<file path="config.mk">
export PLATFORM = sky130hd
export DESIGN_NAME = regop_sequencer_flat
export DESIGN_NICKNAME = d
export VERILOG_FILES = /design/src/rtl/regop_sequencer_if.sv /design/src/rtl/regop_sequencer.sv /design/src/flat_wrapper.sv
export SDC_FILE = /design/constraint.sdc
export NUM_CORES = 1
export LEC_CHECK = 0
export BUFFER_PORTS_ARGS = -buffer_cell sky130_fd_sc_hd__buf_2
export CORE_MARGIN = 10
export CORE_UTILIZATION = 25
export CTS_BUF_LIST = sky130_fd_sc_hd__clkbuf_2
export CTS_CLUSTER_SIZE = 30
export DETAILED_ROUTE_END_ITERATION = 6
export SLEW_MARGIN = 30
export SYNTH_ARGS = -nofsm -noshare
export SYNTH_HDL_FRONTEND = slang
export SYNTH_SLANG_ARGS = --single-unit
export TNS_END_PERCENT = 1
</file>
<file path="constraint.sdc">
create_clock -name clk -period 9.1 [get_ports clk]
set_input_delay 0.455 -clock clk [delete_from_list [all_inputs] [get_ports clk]]
set_output_delay 0.455 -clock clk [all_outputs]
set_load 0.02 [all_outputs]
</file>
<file path="src/rtl/regop_sequencer_if.sv">
`default_nettype none
// +----------------------------------------------------------------------------+
// | Module : regop_sequencer_if                                                |
// | Desc   : Program-load, run-control, operand and result bundle for the      |
// |          register-op micro-sequencer.                                      |
// | Rev    : 1.0  initial release                                              |
// +----------------------------------------------------------------------------+
interface regop_sequencer_if #(
  parameter int PROG_DEPTH = 16,
  parameter int AW         = $clog2(PROG_DEPTH)
);
  logic          prog_we;
  logic [AW-1:0] prog_addr;
  logic [6:0]    prog_data;
  logic          start;
  logic [15:0]   a1;
  logic [15:0]   a0;
  logic [15:0]   b1;
  logic [15:0]   b0;
  logic          busy;
  logic          done;
  logic [15:0]   y3;
  logic [15:0]   y2;
  logic [15:0]   y1;
  logic [15:0]   y0;

  modport master (
    output prog_we, prog_addr, prog_data, start, a1, a0, b1, b0,
    input  busy, done, y3, y2, y1, y0
  );

  modport slave (
    input  prog_we, prog_addr, prog_data, start, a1, a0, b1, b0,
    output busy, done, y3, y2, y1, y0
  );
endinterface
`default_nettype wire

</file>
<file path="src/rtl/regop_sequencer.sv">
`default_nettype none
// +----------------------------------------------------------------------------+
// | Module : regop_sequencer                                                   |
// | Desc   : Loads r0..r3 from operands, executes a stored register-op program |
// |          one instruction per cycle, publishes results with a done pulse.   |
// | Rev    : 1.0  initial release                                              |
// +----------------------------------------------------------------------------+
module regop_sequencer #(
  parameter int PROG_DEPTH = 16,
  parameter int AW         = $clog2(PROG_DEPTH)
) (
  input  wire logic          clk,
  input  wire logic          rst_n,
  regop_sequencer_if.slave   bus
);

  localparam logic [2:0] c_OP_NOP  = 3'd0;
  localparam logic [2:0] c_OP_MOV  = 3'd1;
  localparam logic [2:0] c_OP_LNOT = 3'd2;
  localparam logic [2:0] c_OP_OR   = 3'd3;
  localparam logic [2:0] c_OP_AND  = 3'd4;
  localparam logic [2:0] c_OP_XOR  = 3'd5;
  localparam logic [2:0] c_OP_HALT = 3'd6;
  localparam logic [2:0] c_OP_BNOT = 3'd7;

  typedef enum logic [1:0] {
    S_IDLE = 2'd0,
    S_LOAD = 2'd1,
    S_EXEC = 2'd2,
    S_DONE = 2'd3
  } state_t;

  state_t        r_state;
  state_t        w_state_next;
  logic          w_busy;
  logic          w_done;

  logic [6:0]    r_mem [PROG_DEPTH];
  logic [AW-1:0] r_pc;
  logic [15:0]   r_reg [4];
  logic [15:0]   r_y   [4];

  logic [6:0]    w_instr;
  logic [2:0]    w_op;
  logic [1:0]    w_dst;
  logic [1:0]    w_src;
  logic [15:0]   w_rd;
  logic [15:0]   w_rs;
  logic [15:0]   w_res;
  logic          w_wr_en;
  logic          w_last;
  logic [15:0]   w_reg_next [4];

  // Program memory is deliberately unreset; writes only land while idle so a
  // running program can never be altered underneath the sequencer.
  always_ff @(posedge clk) begin
    if (r_state == S_IDLE && bus.prog_we) begin
      r_mem[bus.prog_addr] <= bus.prog_data;
    end
  end

  always_comb begin
    w_instr = r_mem[r_pc];
    w_op    = w_instr[6:4];
    w_dst   = w_instr[3:2];
    w_src   = w_instr[1:0];
    w_rd    = r_reg[w_dst];
    w_rs    = r_reg[w_src];
    w_res   = w_rd;
    w_wr_en = 1'b1;
    case (w_op)
      c_OP_NOP:  w_wr_en = 1'b0;
      c_OP_MOV:  w_res   = w_rs;
      c_OP_LNOT: w_res   = {15'b0, (w_rs == 16'h0000)};
      c_OP_OR:   w_res   = w_rd | w_rs;
      c_OP_AND:  w_res   = w_rd & w_rs;
      c_OP_XOR:  w_res   = w_rd ^ w_rs;
      c_OP_HALT: w_wr_en = 1'b0;
      c_OP_BNOT: w_res   = ~w_rs;
      default:   w_wr_en = 1'b0;
    endcase
  end

  always_comb begin
    for (int i = 0; i < 4; i++) begin
      w_reg_next[i] = r_reg[i];
      if (w_wr_en && (w_dst == 2'(i))) begin
        w_reg_next[i] = w_res;
      end
    end
  end

  // No pc wrap: the last slot terminates the run even without a HALT.
  assign w_last = (w_op == c_OP_HALT) || (r_pc == AW'(PROG_DEPTH - 1));

  always_ff @(posedge clk or negedge rst_n) begin
    if (!rst_n) begin
      r_state <= S_IDLE;
    end else begin
      r_state <= w_state_next;
    end
  end

  always_comb begin
    w_state_next = r_state;
    w_busy       = 1'b0;
    w_done       = 1'b0;
    case (r_state)
      S_IDLE: begin
        if (bus.start) begin
          w_state_next = S_LOAD;
        end
      end
      S_LOAD: begin
        w_busy       = 1'b1;
        w_state_next = S_EXEC;
      end
      S_EXEC: begin
        w_busy = 1'b1;
        if (w_last) begin
          w_state_next = S_DONE;
        end
      end
      S_DONE: begin
        w_busy       = 1'b1;
        w_done       = 1'b1;
        w_state_next = S_IDLE;
      end
      default: w_state_next = S_IDLE;
    endcase
  end

  always_ff @(posedge clk or negedge rst_n) begin
    if (!rst_n) begin
      r_pc <= '0;
      for (int i = 0; i < 4; i++) begin
        r_reg[i] <= '0;
        r_y[i]   <= '0;
      end
    end else begin
      case (r_state)
        S_LOAD: begin
          r_pc     <= '0;
          r_reg[0] <= bus.a0;
          r_reg[1] <= bus.a1;
          r_reg[2] <= bus.b0;
          r_reg[3] <= bus.b1;
        end
        S_EXEC: begin
          r_pc <= r_pc + AW'(1);
          for (int i = 0; i < 4; i++) begin
            r_reg[i] <= w_reg_next[i];
          end
          // Results are published with the post-instruction view of the final op.
          if (w_last) begin
            for (int i = 0; i < 4; i++) begin
              r_y[i] <= w_reg_next[i];
            end
          end
        end
        default: ;
      endcase
    end
  end

  assign bus.busy = w_busy;
  assign bus.done = w_done;
  assign bus.y0   = r_y[0];
  assign bus.y1   = r_y[1];
  assign bus.y2   = r_y[2];
  assign bus.y3   = r_y[3];

endmodule
`default_nettype wire

</file>
<file path="src/flat_wrapper.sv">
// flat-port wrapper written by rule: the top's interface ports become plain ports
module regop_sequencer_flat 
#(
  parameter int PROG_DEPTH = 16,
  parameter int AW         = $clog2(PROG_DEPTH)
)
  (clk, rst_n, bus_prog_we, bus_prog_addr, bus_prog_data, bus_start, bus_a1, bus_a0, bus_b1, bus_b0, bus_busy, bus_done, bus_y3, bus_y2, bus_y1, bus_y0);
  regop_sequencer_if #(.PROG_DEPTH(PROG_DEPTH), .AW(AW)) bus_i ();
  input  wire logic clk;
  input  wire logic rst_n;
  input wire logic [$bits(bus_i.prog_we)-1:0] bus_prog_we;
  input wire logic [$bits(bus_i.prog_addr)-1:0] bus_prog_addr;
  input wire logic [$bits(bus_i.prog_data)-1:0] bus_prog_data;
  input wire logic [$bits(bus_i.start)-1:0] bus_start;
  input wire logic [$bits(bus_i.a1)-1:0] bus_a1;
  input wire logic [$bits(bus_i.a0)-1:0] bus_a0;
  input wire logic [$bits(bus_i.b1)-1:0] bus_b1;
  input wire logic [$bits(bus_i.b0)-1:0] bus_b0;
  output wire logic [$bits(bus_i.busy)-1:0] bus_busy;
  output wire logic [$bits(bus_i.done)-1:0] bus_done;
  output wire logic [$bits(bus_i.y3)-1:0] bus_y3;
  output wire logic [$bits(bus_i.y2)-1:0] bus_y2;
  output wire logic [$bits(bus_i.y1)-1:0] bus_y1;
  output wire logic [$bits(bus_i.y0)-1:0] bus_y0;
  assign bus_i.prog_we = bus_prog_we;
  assign bus_i.prog_addr = bus_prog_addr;
  assign bus_i.prog_data = bus_prog_data;
  assign bus_i.start = bus_start;
  assign bus_i.a1 = bus_a1;
  assign bus_i.a0 = bus_a0;
  assign bus_i.b1 = bus_b1;
  assign bus_i.b0 = bus_b0;
  assign bus_busy = bus_i.busy;
  assign bus_done = bus_i.done;
  assign bus_y3 = bus_i.y3;
  assign bus_y2 = bus_i.y2;
  assign bus_y1 = bus_i.y1;
  assign bus_y0 = bus_i.y0;
  regop_sequencer #(.PROG_DEPTH(PROG_DEPTH), .AW(AW)) u_core (.clk(clk), .rst_n(rst_n), .bus(bus_i));
endmodule
</file>
==> impl_metrics.ini, run 1 <==
[clock_network]
clock_path_buffers = 3
clk_pin_slew_ns = 0.11
insertion_delay_ns = 0.99
ctsHtreeMaxLevel = 3
cts_root_buf = clkbuf_2
post_cts_buffers = 0
cts_tree = built
cts_buffers = 67
numClockSinks = 246

[yosys]
synth_edf_count = 112
yosys.area_share.adder_pct = 3.63
yosysSeqAreaShare_pct = 52.7
synth-main-ff-cell = dfrtp_1
ys_seq_elements = 246
ys_types = 61
yosys.area_share.simple_pct = 11.4
yosysMostFrequentCell = o21ai_0
synth_area_mm2 = 0.0127
yosysTopAreaCell = edfxtp_1
synth_top_area_share_pct = 26.4
synthMuxAreaShare_pct = 12.5
syn_avg_cell_area_um2 = 10.8
synth_compound_area_share_pct = 15.9
synthCells = 1184
synth_warnings = 0
async_flop_share_pct = 54.5
synth_top_family_by_area = compound AO/OA/AOI/OAI gates
syn_nets = 1300
synthXorXnorAreaFrac_pct = 0.0687
synthTopCellsByArea = edfxtp_1, dfrtp_1, mux2i_1
synth_common_cells = o21ai_0, dfrtp_1, nor2_1

[sta]
rsz0062_at_grt = no
finalSetupViolCount = 0
slew_viol_final = 0
timing.final.crit_period_ns = 5.34
timing.final.ws_setup_ns = 3.76
finalCritPeriodShare_pct = 58.7
finalSetupTns_ns = 0
hold_viol_final = 0
finalClockSkew_ns = 0.0963
worstMarginPinSlew_ns = 0.998
max_freq_ghz = 0.187
slew_headroom_pct = 33.1

[route]
wl_per_cell_um = 21.4
routed_wl_mm = 45.7
drc_errors = 0
viasPerCell = 5.08
drt_iter0_drc = 1264
vias = 10881
first_pass_iters = 6
final_antenna_net_count = 0

[worst_hold_path]
hold_class = in -> reg
hp-start = bus_prog_addr[1]
hold_end = u_core.r_mem[2][2]$_DFFE_PP_
holdPathStages = 3

[job]
cap_viol_max_count = 0

[power]
p_seq_share_pct = 30.4
power_frac_clock_pct = 15.6
totalPowerFinal_mw = 5.68
intPower_mw = 2.89
p_sw_mw = 2.80
ir_drop_mv = 0.205
powerDensity_mw_per_mm2 = 363
leakage_nw = 6.60
switching_share_pct = 49.2
pwr-share-comb_pct = 54.0

[floorplan]
io_pins = 145
die_x_um = 246
start_util_pct = 25.4
dieHeight_um = 246
die_area_mm2 = 0.0604
core-area_mm2 = 0.0503
std_cell_rows = 82

[cells_and_area]
fin_area_mm2 = 0.0157
largest_reg_flops = 112
drive_above_1_share_pct = 21.9
fin_cells = 2142
area_growth_pct = 22.9
nets = 1540

[setup_path]
critPathLaunchType = register
cp_slowest_cell = a21boi_1
ff2ff_path_depth = 11
r2r-start = u_core.r_pc[0]$_DFFE_PN0P_
crit_path_end_kind = register
criticalPathCategory = reg -> reg
path_max_fanout = 24
crit_required_ns = 9.92
r2r_end = u_core.r_reg[1]$_DFFE_PN0P_
cp_cell_sequence = buf_4 -> mux4_2 -> a22oi_1 -> nand2_1 -> xnor2_1 -> a21boi_0 -> nand2_1 -> a21boi_1 -> buf_4 -> nor2_1 -> a211oi_1
r2r_setup_slack_ns = 3.76
cpPeakStageDelay_ns = 0.83
worstPathArrival_ns = 6.16

[place]
portBuffers = 144
dp.cells = 1948
gp_congestion = 0.877
dpl_worst_slack_ns = 3.79
place_area_mm2 = 0.0142
dp_hpwl_mm = 31.2

[global_routing]
grt_pass1_vias = 11011
grt_pass1_wl_mm = 68.7
track_usage_pct = 14.8
overflow = 0
grt_max_degree = 73
antenna_found_initial = 2

[status]
status = complete, no violations
-- worst max path at each step --
stage                               startpoint                            to  slack [ns]  depth (start not counted)
floorplan           u_core.r_pc[0]$_DFFE_PN0P_  u_core.r_reg[63]$_DFFE_PN0P_        5.59                         13
global placement    u_core.r_pc[0]$_DFFE_PN0P_   u_core.r_reg[0]$_DFFE_PN0P_        4.01                         11
detailed placement  u_core.r_pc[0]$_DFFE_PN0P_  u_core.r_reg[12]$_DFFE_PN0P_        3.79                         11
CTS                 u_core.r_pc[0]$_DFFE_PN0P_   u_core.r_reg[1]$_DFFE_PN0P_        3.75                         11
global route        u_core.r_pc[0]$_DFFE_PN0P_   u_core.r_reg[1]$_DFFE_PN0P_        3.33                         11
finish              u_core.r_pc[0]$_DFFE_PN0P_   u_core.r_reg[1]$_DFFE_PN0P_        3.76                         11
-- cell usage in the layout (no fill, tap or decap), drive strengths merged, types with 43 or more instances in the layout --
master | Yosys | routed
edfxtp | 112 | 112
nand2 | 87 | 87
o21ai | 163 | 163
inv | 45 | 47
nor2 | 129 | 129
buf | 22 | 163
dfrtp | 134 | 134
dlygate4sd3 | 0 | 78
a22oi | 43 | 43
clkbuf | 48 | 98
nor3 | 44 | 44
mux2i | 90 | 90
-- cell families after synthesis --
family | count (synthesis)
muxes | 126
buffers and inverters | 116
DFF | 246
adders and majority gates | 37
xor gates and xnor gates | 1
AOI/OAI and AO/OA | 332
and+or+nand+nor | 326
-- power groups by stage --
stage	Sequential [mW]	Combinational, mW	Clock, mW
global placement	1.73	2.93	0
CTS	1.72	3.05	0.910
floorplan	1.80	1.88	0
global route	1.76	3.36	0.973
finish	1.73	3.07	0.889
detailed placement	1.74	3.01	0
-- cell type report --
| type | instances | area, µm² |
|---|---|---|
| fill | 5237 | 34600 |
| timing repair buffer | 241 | 1670 |
| clock buffer | 98 | 490 |
| clock inverter | 16 | 174 |
| sequential | 246 | 6720 |
| multi-input combinational | 822 | 5610 |
| tap | 672 | 841 |
| antenna | 1 | 2.50 |
| inverter | 46 | 173 |
-- per-stage QoR --
| step | hold slack, ns | util [%] |
|---|---|---|
| 2_1_floorplan | 0.159 | - |
| 3_3_place_gp | 0.458 | 28.2 |
| 3_5_place_dp | 0.464 | 28.2 |
| 4_1_cts | 0.0265 | 31.1 |
| 5_1_grt | 0.0564 | 31.2 |
| 6_report | 0.129 | 31.2 |
-- routing by layer --
layer	track usage (%)	share of wire (%)
met1	18.7	42
met2	23.1	46
met3	5.13	9.7
met4	4.94	2.5
met5	0	0.024
-- what timing repair did --
| action | 4_1_cts | 5_1_grt |
|---|---|---|
| endpoints found under the hold margin | 270 | 0 |
| hold buffers | 78 | 0 |
| gates resized for setup | 0 | 0 |
-- worst max-delay path: cells and delay by family (launching register included) --
family | cells | cell delay (ns)
AND/OR/NAND/NOR | 3 | 1.29
flip-flops | 1 | 0.50
XOR/XNOR | 1 | 0.31
buffers and inverters | 2 | 0.77
AO/OA/AOI/OAI | 4 | 1.75
multiplexers | 1 | 0.56
Note: power is estimated with default switching activity, not from simulation.
==> run 2: changes to the inputs <==
==> constraint.sdc (replaced) <==
create_clock -name clk -period 4.3 [get_ports clk]
set_input_delay 0.215 -clock clk [delete_from_list [all_inputs] [get_ports clk]]
set_output_delay 0.215 -clock clk [all_outputs]
set_load 0.02 [all_outputs]
==> impl_metrics.ini, run 2 (synthesis results as in run 1) <==
[floorplan]
core-area_mm2 = 0.0503
dieHeight_um = 246
start_util_pct = 25.4
io_pins = 145
die_area_mm2 = 0.0604
die_x_um = 246
std_cell_rows = 82

[clock_network]
cts_root_buf = clkbuf_2
clk_pin_slew_ns = 0.12
post_cts_buffers = 0
clock_path_buffers = 3
cts_tree = built
insertion_delay_ns = 1.00
cts_buffers = 61
ctsHtreeMaxLevel = 2
numClockSinks = 246

[cells_and_area]
fin_area_mm2 = 0.0160
final_common_cell = o21ai_0
nets = 1582
nFillCells = 5172
most-common-layout-cells = o21ai_0, buf_2, dfrtp_1
multiInputGateArea_mm2 = 0.00561
fin_cells = 2186
drive_above_1_share_pct = 22.9
largest_reg_flops = 112
seq_area_mm2 = 0.00672
area_growth_pct = 25.2

[route]
drt_iter0_drc = 956
vias = 10970
viasPerCell = 5.02
wl_per_cell_um = 21.2
first_pass_iters = 5
drc_errors = 0
routed_wl_mm = 46.3
final_antenna_net_count = 0

[power]
ir_drop_mv = 0.372
pwr-share-comb_pct = 56.5
intPower_mw = 6.08
p_sw_mw = 5.99
powerDensity_mw_per_mm2 = 756
power_frac_clock_pct = 13.0
leakage_nw = 6.75
switching_share_pct = 49.6
p_seq_share_pct = 30.5

[job]
cap_viol_max_count = 0

[place]
gp_congestion = 0.918
dp_hpwl_mm = 32.6
place_area_mm2 = 0.0145
dp.cells = 1985
portBuffers = 144

[worst_hold_path]
hold_end = u_core.r_reg[55]$_DFFE_PN0P_
hold_class = in -> reg
holdPathStages = 4
hp-start = bus_a0[7]

[setup_path]
critPathLaunchType = register
path_max_fanout = 28
crit_path_end_kind = register
ff2ff_path_depth = 11
cp_cell_sequence = buf_12 -> mux4_2 -> a22oi_1 -> nand2_2 -> buf_4 -> a21oi_1 -> nand2_1 -> a21boi_1 -> buf_4 -> nor2_1 -> a211oi_1
cp-startpoint = u_core.r_pc[0]$_DFFE_PN0P_
r2r_setup_slack_ns = 0.35
criticalPathCategory = reg -> reg
r2r_end = u_core.r_reg[45]$_DFFE_PN0P_
cp_slowest_cell = mux4_2
r2r-start = u_core.r_pc[0]$_DFFE_PN0P_
worstPathArrival_ns = 4.80
crit_required_ns = 5.15
cpPeakStageDelay_ns = 0.53
cpMostUsedCell = buf_4

[sta]
timing.final.crit_period_ns = 3.95
slew_headroom_pct = 35.6
finalClockSkew_ns = 0.0725
worstMarginPinSlew_ns = 0.962
finalSetupTns_ns = 0
rsz0062_at_grt = no
max_freq_ghz = 0.253
slew_viol_final = 0
holdWs_ns = 0.0428
finalCritPeriodShare_pct = 91.8
finalSetupViolCount = 0
hold_viol_final = 0

[global_routing]
grt_max_degree = 49
track_usage_pct = 14.9
grt_pass1_vias = 11127
overflow = 0
grt_pass1_wl_mm = 69.3
antenna_found_initial = 2

[status]
status = complete, no violations
[run 2: changes by cell type in the layout (fill, tap and decap cells not counted), moves of 2 or more]
cell           before  now
a211oi_2            3    0
inv_2               2    0
dlygate4sd3_1      78   89
clkbuf_2           98   87
buf_4              18   53
buf_12              0    2
clkinv_1            9   18
nand2_1            86   84
bufinv_16           4    0
a211oi_1           29   31
clkinv_2            0    2
nand2_2             0    3
[run 2: worst max-delay path by stage]
stage          depth (start not counted)                       endpoint  slack (ns)
4_1_cts                               11   u_core.r_reg[45]$_DFFE_PN0P_        0.20
5_1_grt                               10   u_core.r_reg[26]$_DFFE_PN0P_        0.06
2_1_floorplan                         13   u_core.r_reg[63]$_DFFE_PN0P_        0.79
3_5_place_dp                          13  u_core.bus.y1[11]$_DFFE_PN0P_        0.32
6_report                              11   u_core.r_reg[45]$_DFFE_PN0P_        0.35
3_3_place_gp                          13  u_core.bus.y3[11]$_DFFE_PN0P_        0.43
[run 2: power by group through the flow]
stage	clock [mW]	combinational (mW)	sequential (mW)
final	1.57	6.83	3.68
after global placement	0	6.52	3.69
after detailed placement	0	6.66	3.70
after floorplan	0	3.98	3.81
after global routing	1.74	7.45	3.75
after CTS	1.61	6.76	3.66
[run 2: cell type report]
type                       instances  share of cell area, %
sequential                       246                   42.1
clock inverter                    22                  0.619
inverter                          46                   1.08
timing repair buffer             289                   13.0
tap                              672                   5.27
antenna                            2                 0.0313
clock buffer                      87                   2.73
multi-input combinational        822                   35.2
[run 2: layer usage]
metal  GRT usage, %  up-vias  share of wire (%)
met5              0        -                  0
met4           5.19        0                3.0
met3           4.00       93                8.8
met2           23.3      501                 46
met1           19.5     5398                 42
li1               -     4978                  -
[run 2: through the flow]
stage | power (mW) | util [%] | setup slack (ns)
6_report | 12.1 | 31.8 | 0.354
5_1_grt | 12.9 | 31.8 | 0.0556
4_1_cts | 12.0 | 31.7 | 0.196
3_5_place_dp | 10.4 | 28.8 | 0.316
3_3_place_gp | 10.2 | 28.8 | 0.430
2_1_floorplan | 7.79 | - | 0.789
[run 2: critical path: cells and delay by family (launching register included)]
kind / cells / cell delay (ns)
compound gates: 4 / 1.31
buf+inv: 3 / 0.81
flops: 1 / 0.39
mux: 1 / 0.53
simple gates: 3 / 0.74
[run 2: what timing repair did]
action,in CTS,in global routing
gates resized for setup,0,5
endpoints found under the hold margin,424,0
hold buffers,90,0
setup endpoints to repair,0,29
